[config.mk]
export PLATFORM = sky130hd
export DESIGN_NAME = alu_share_arbiter
export DESIGN_NICKNAME = d
export VERILOG_FILES = /design/src/rtl/alu_share_arbiter.sv
export SDC_FILE = /design/constraint.sdc
export NUM_CORES = 1
export LEC_CHECK = 0
export ABC_AREA = 1
export BUFFER_PORTS_ARGS = -buffer_cell sky130_fd_sc_hd__buf_2
export CAP_MARGIN = 10
export CORE_ASPECT_RATIO = 0.5
export CORE_MARGIN = 2
export CORE_UTILIZATION = 43
export CTS_BUF_LIST = sky130_fd_sc_hd__clkbuf_8
export CTS_CLUSTER_SIZE = 16
export DETAILED_ROUTE_END_ITERATION = 12
export GPL_ROUTABILITY_DRIVEN = 0
export PLACE_DENSITY_LB_ADDON = 0.12
export SLEW_MARGIN = 15
export SYNTH_ARGS = -nofsm -noshare
export SYNTH_HDL_FRONTEND = slang
export SYNTH_SLANG_ARGS = --single-unit
[constraint.sdc]
create_clock -name clk -period 1.3 [get_ports clk]
set_clock_uncertainty 0.1 [all_clocks]
set_input_delay 0.13 -clock clk [delete_from_list [all_inputs] [get_ports clk]]
set_output_delay 0.13 -clock clk [all_outputs]
set_load 0.1 [all_outputs]
[src/rtl/alu_share_arbiter.sv]
// Round-robin arbiter sharing one combinational ALU between two requesters.
// Operands are registered before the ALU; the result is held until the winner consumes it.
module alu_share_arbiter #(
    parameter int WIDTH = 32,
    parameter int OPW   = 4
) (
    input  logic             clk,
    input  logic             reset,

    input  logic             req0_valid,
    output logic             req0_ready,
    input  logic [WIDTH-1:0] req0_in1,
    input  logic [WIDTH-1:0] req0_in2,
    input  logic [OPW-1:0]   req0_op,

    input  logic             req1_valid,
    output logic             req1_ready,
    input  logic [WIDTH-1:0] req1_in1,
    input  logic [WIDTH-1:0] req1_in2,
    input  logic [OPW-1:0]   req1_op,

    output logic             resp0_valid,
    input  logic             resp0_ready,
    output logic             resp1_valid,
    input  logic             resp1_ready,
    output logic [WIDTH-1:0] resp_out,
    output logic             resp_zero,

    output logic [WIDTH-1:0] alu_in1,
    output logic [WIDTH-1:0] alu_in2,
    output logic [OPW-1:0]   alu_op,
    input  logic [WIDTH-1:0] alu_out,
    input  logic             alu_zero,

    output logic             busy
);

    typedef enum logic [1:0] {
        IDLE = 2'd0,
        EXEC = 2'd1,
        RESP = 2'd2
    } state_t;

    state_t           state_reg;
    state_t           state_next;
    logic [WIDTH-1:0] in1_reg;
    logic [WIDTH-1:0] in2_reg;
    logic [OPW-1:0]   op_reg;
    logic [WIDTH-1:0] resp_out_reg;
    logic             resp_zero_reg;
    logic             grant_reg;
    logic             last_grant_reg;

    logic             winner;
    logic             accept;

    // With both requesting, the one not served last wins; otherwise the sole requester.
    always_comb begin
        if (req0_valid && req1_valid) begin
            winner = ~last_grant_reg;
        end else begin
            winner = req1_valid;
        end
    end

    always_comb begin
        state_next  = state_reg;
        req0_ready  = 1'b0;
        req1_ready  = 1'b0;
        resp0_valid = 1'b0;
        resp1_valid = 1'b0;
        accept      = 1'b0;
        case (state_reg)
            IDLE: begin
                // Handshakes are suppressed while reset is held so nothing appears accepted.
                req0_ready = reset && req0_valid && !winner;
                req1_ready = reset && req1_valid && winner;
                accept     = req0_ready || req1_ready;
                if (accept) begin
                    state_next = EXEC;
                end
            end
            EXEC: begin
                state_next = RESP;
            end
            RESP: begin
                resp0_valid = reset && !grant_reg;
                resp1_valid = reset && grant_reg;
                if (grant_reg ? resp1_ready : resp0_ready) begin
                    state_next = IDLE;
                end
            end
            default: begin
                state_next = IDLE;
            end
        endcase
    end

    always_ff @(posedge clk) begin
        if (!reset) begin
            state_reg      <= IDLE;
            in1_reg        <= '0;
            in2_reg        <= '0;
            op_reg         <= '0;
            resp_out_reg   <= '0;
            resp_zero_reg  <= 1'b0;
            grant_reg      <= 1'b0;
            last_grant_reg <= 1'b1;
        end else begin
            state_reg <= state_next;
            if (accept) begin
                in1_reg        <= winner ? req1_in1 : req0_in1;
                in2_reg        <= winner ? req1_in2 : req0_in2;
                op_reg         <= winner ? req1_op  : req0_op;
                grant_reg      <= winner;
                last_grant_reg <= winner;
            end
            if (state_reg == EXEC) begin
                resp_out_reg  <= alu_out;
                resp_zero_reg <= alu_zero;
            end
        end
    end

    assign alu_in1   = in1_reg;
    assign alu_in2   = in2_reg;
    assign alu_op    = op_reg;
    assign resp_out  = resp_out_reg;
    assign resp_zero = resp_zero_reg;
    assign busy      = (state_reg != IDLE);

endmodule

# --- After elaboration in Yosys (flattened, before gate mapping) ---
# Cells that the tools add are included.
op_classes:
  n_reduce_logical: 13
  bitwise_logic: 1
  n_mux: 13
  n_eq_ne: 4
op_table:
  columns: ["operator", "count"]
  rows:
  - ["32-bit two-way mux", 2]
  - ["1-bit logical AND", 7]
  - ["1-bit two-way mux", 7]
  - ["2-bit one-hot mux with 3 select lines", 1]
  - ["2-bit two-way mux", 2]
  - ["4-bit two-way mux", 1]
  - ["2-bit != test, second input constant", 2]
  - ["2-bit by 1-bit == test with 1-bit output, second input constant", 1]
  - ["2-bit == test, second input constant", 1]
  - ["1-bit zero test", 2]
  - ["2-bit zero test", 1]
  - ["2-bit AND reduction", 1]
  - ["2-bit nonzero test", 1]
  - ["1-bit logical OR", 1]
  - ["1-bit inverter", 1]
word_totals:
  in_bits: 175
  ff_bits: 105
  word_cells: 39
  out_inout_bits: 106

# --- Longest topological paths before layout ---
depth:
  depth_word: 7
  depth_mapped: 8
  depth_no_buf: 6

# --- Least setup slack after synthesis ---
# Ideal clock, no wire load.
synth_timing:
  path_kind: "register to output"
  start: "register state_reg[1]"
  end: "output req0_ready"
  path_buffers: 1
  t_required_ps: 1070
  setup_slack_ps: -2408
  arrival_ps: 3478
  path_stages_with_launch: 5
  path_cell_list: "dfxtp_1 nor2_4 buf_2 inv_1 a211oi_1"
synth_between:
  elab_chain_len: 2
synth_lines:
  columns: ["element", "line", "source"]
  rows:
  - ["from (decl)", "44", "state_t state_reg;"]
  - ["from (signal assigned)", "110", "state_reg <= state_next;"]
  - ["2-bit zero test", "73", "case (state_reg)"]
  - ["1-bit two-way mux", "73", null]
  - ["to (decl)", "11", "output logic req0_ready,"]
# No other way between the ends.

# --- Final worst setup path ---
layout_timing:
  start: "register state_reg[0]"
  end: "output req0_ready"
# Same word-level chain as after synthesis.

==> flow_summary.json <==
{
  "run_status": "finished with violations",
  "violated_checks": "negative setup slack",
  "end_kind": "primary output",
  "grt.total_usage_pct": 28.29,
  "layout-drive-gt1-share_pct": 38.10,
  "dieArea_um2": 13710,
  "timing_hold_violations_final": 0,
  "timing.critical_path.cells": "nor2_4, clkinvlp_4, a211oi_4, buf_12",
  "drt_first_iter_violations": 544,
  "synth_adder_area_share_pct": 0,
  "nets": 1380,
  "detailedRoute.firstPassIterationCount": 6,
  "irDropWorstVdd_mv": 0.7570,
  "synth.yosys.seq_area_share_pct": 38.38,
  "aggregate_routed_wire_length_mm": 20.86,
  "critPathRequiredTime_ns": 1.07,
  "clk_latency_ns": 0.37,
  "grt_remaining_overflow": 0,
  "grt_max_degree": 74,
  "core-area_um2": 12550,
  "netlist_area_um2": 5477,
  "cts_clock_pin_slew_for_the_worst_setup_and_hold_paths_ns": 0.10,
  "cts_sinks": 105,
  "grt_pass1_vias": 6427,
  "clock_tree.root_cell": "sky130_fd_sc_hd__clkbuf_8",
  "fin_tns_setup_ns": -22.31,
  "start_util_pct": 43.62,
  "post_layout_power_mw": 12.87,
  "detail_route.wl_per_cell_um": 15.12,
  "crit_family": "flip-flops",
  "wp_buf_inv": 2,
  "grt_antenna_before_repair": 0,
  "highest_count_cells_in_the_layout_ignoring_fill_and_taps": "sky130_fd_sc_hd__nor2_1, sky130_fd_sc_hd__buf_2, sky130_fd_sc_hd__nand2_1",
  "synth_largest_type_area_fraction_pct": 38.38,
  "cp_max_fo": 4,
  "synth_compound_gate_area_share_pct": 12.66,
  "register_bit_total_from_synthesis": 105,
  "postLayoutCellArea_um2": 9629,
  "pin_count": 281,
  "synth_xor_xnor_area_share_pct": 0,
  "rsz_0062_raised_after_global_routing": "true",
  "worst_path_largest_cell_delay_ns": 0.37,
  "count_of_input_and_output_buffers": 280,
  "post_drt_via_cell_ratio": 4.951,
  "synth_top_family_by_area": "simple AND/OR/NAND/NOR gates",
  "setup_viol": 76,
  "clock_tree.buffer_depth": 2,
  "post-route-min-period_ns": 1.731,
  "holdWs_ns": 0.01850,
  "max_cap_viol_count": 0,
  "critPathLaunchType": "register",
  "diodes": 0,
  "most_common_cell_after_layout_fill_and_taps_aside": "sky130_fd_sc_hd__nor2_1",
  "report.final.slew_viol_count": 0,
  "grt_use_met3_pct": 7.154,
  "layout.core_utilization_pct": 76.70,
  "worst_ep_arrival_time_ns": 1.50,
  "detail-route-antenna-nets": 0,
  "synth.area.top_cells": "sky130_fd_sc_hd__dfxtp_1, sky130_fd_sc_hd__nor2_1, sky130_fd_sc_hd__nand3_1, sky130_fd_sc_hd__nand2_1, sky130_fd_sc_hd__a21boi_0",
  "synth_warnings": 0,
  "cellLeakagePower_nw": 4.704,
  "die_x_um": 163.6,
  "powerDensity_nw_per_um2": 1337,
  "cts_bufs_inserted": 9,
  "grt_first_pass_wirelength_mm": 31.04,
  "pre_cts_ws_ns": -0.06451,
  "worst_pin_slew_ns": 0.4146,
  "timing.final.ws_setup_ns": -0.4308,
  "groute.layer.met1.usage_pct": 33.47,
  "post-dp-hpwl_mm": 11.64,
  "yosys-mux-area-fraction_pct": 0,
  "die_outline_height_um": 83.80,
  "synth.net_count": 1020,
  "tritoncts_clock_tree": "yes",
  "remaining_drc_errors": 0,
  "clock_tree.htree_level_count": 3,
  "timing.max_slew.rel_slack_pct": 72.36,
  "dr_total_vias": 6833,
  "timing.critical_path.slowest_stage_cell": "sky130_fd_sc_hd__dfxtp_4",
  "final-instance-count-excl-fill": 1380,
  "maxClockFrequency_mhz": 577.8,
  "path_class": "register to primary output",
  "avgSynthCellArea_um2": 6.481,
  "placed_cells": 1249,
  "placement_cell_area_um2": 7831,
  "grt.busiest_layer": "met2",
  "hp-class": "primary input to register",
  "rows": 29,
  "synth_largest_area_cell": "sky130_fd_sc_hd__dfxtp_1",
  "synth-simple-area-share_pct": 37.40,
  "synthDistinctLibCells": 21,
  "netlist_instances": 845,
  "global_route_track_usage_on_met2_pct": 49.31,
  "syn_to_final_growth_pct": 75.83,
  "final.period_utilization_pct": 133.1
}
==> worst register-to-register path, stage by stage (launching register included) <==
cell and delay (ns):
sky130_fd_sc_hd__dfxtp_4 0.37, sky130_fd_sc_hd__nor2_4 0.18, sky130_fd_sc_hd__buf_4 0.14, sky130_fd_sc_hd__buf_6 0.10
sky130_fd_sc_hd__buf_6 0.13, sky130_fd_sc_hd__nand2_8 0.11, sky130_fd_sc_hd__buf_12 0.15, sky130_fd_sc_hd__buf_16 0.13
sky130_fd_sc_hd__nand2_1 0.06, sky130_fd_sc_hd__nand2_1 0.05, sky130_fd_sc_hd__nor2_1 0.11
==> cells by family after synthesis <==
kind of cell / count (synthesis)
flip-flops: 105
buffers and inverters: 145
AND/OR/NAND/NOR: 491
AO/OA/AOI/OAI: 104
==> metal layers <==
layer / share of wire (%) / wire [um]
met1: 41 / 8569
met2: 49 / 10120
met3: 7.7 / 1600
met4: 2.7 / 571
met5: 0 / 0
==> power by group <==
part | switching (mW) | internal (mW) | total, mW
logic | 4.58 | 2.31 | 6.89
registers | 0.303 | 3.70 | 4.00
clock network | 1.25 | 0.735 | 1.99
total | 6.13 | 6.74 | 12.9
==> cell usage after synthesis, drive strengths merged <==
library cell  count
nor2            204
nand2           146
nand3           138
dfxtp           105
inv              76
a21boi           68
buf              55
o21ai            33
clkbuf           14
a21oi             2
nor3              2
a211oi            1
nand4             1
==> layout make-up <==
class | count | area [um2]
Clock buffer | 9 | 123.9
Clock inverter | 7 | 61.31
Fill cell | 878 | 2925
Inverter | 76 | 297.8
Multi-Input combinational cell | 596 | 2823
Sequential cell | 105 | 2235
Tap cell | 170 | 212.7
Timing Repair Buffer | 417 | 3876
==> final timing paths <==
kind / depth (start not counted) / end / slack [ns] / startpoint
worst max-delay path: 4 / req0_ready / -0.43 / state_reg[0]$_SDFFE_PN0P_
worst min-delay path: 5 / alu_in2[2]$_SDFFE_PN0P_ / 0.02 / req1_in2[2]
worst max register to register: 10 / alu_in1[20]$_SDFFE_PN0P_ / -0.38 / state_reg[0]$_SDFFE_PN0P_
worst min register to register: 2 / resp_out[28]$_SDFFE_PN0N_ / 0.39 / resp_out[28]$_SDFFE_PN0N_
==> timing repair <==
action | 4_1_cts | 5_1_grt
hold buffers | 92 | 1
pin swaps | 7 | 40
hold endpoints to repair | 85 | 1
gates cloned | 6 | 6
setup endpoints to repair | 158 | 110
resized for setup | 82 | 22
setup buffers | 5 | 6
Power figures use the tool's default switching activity.
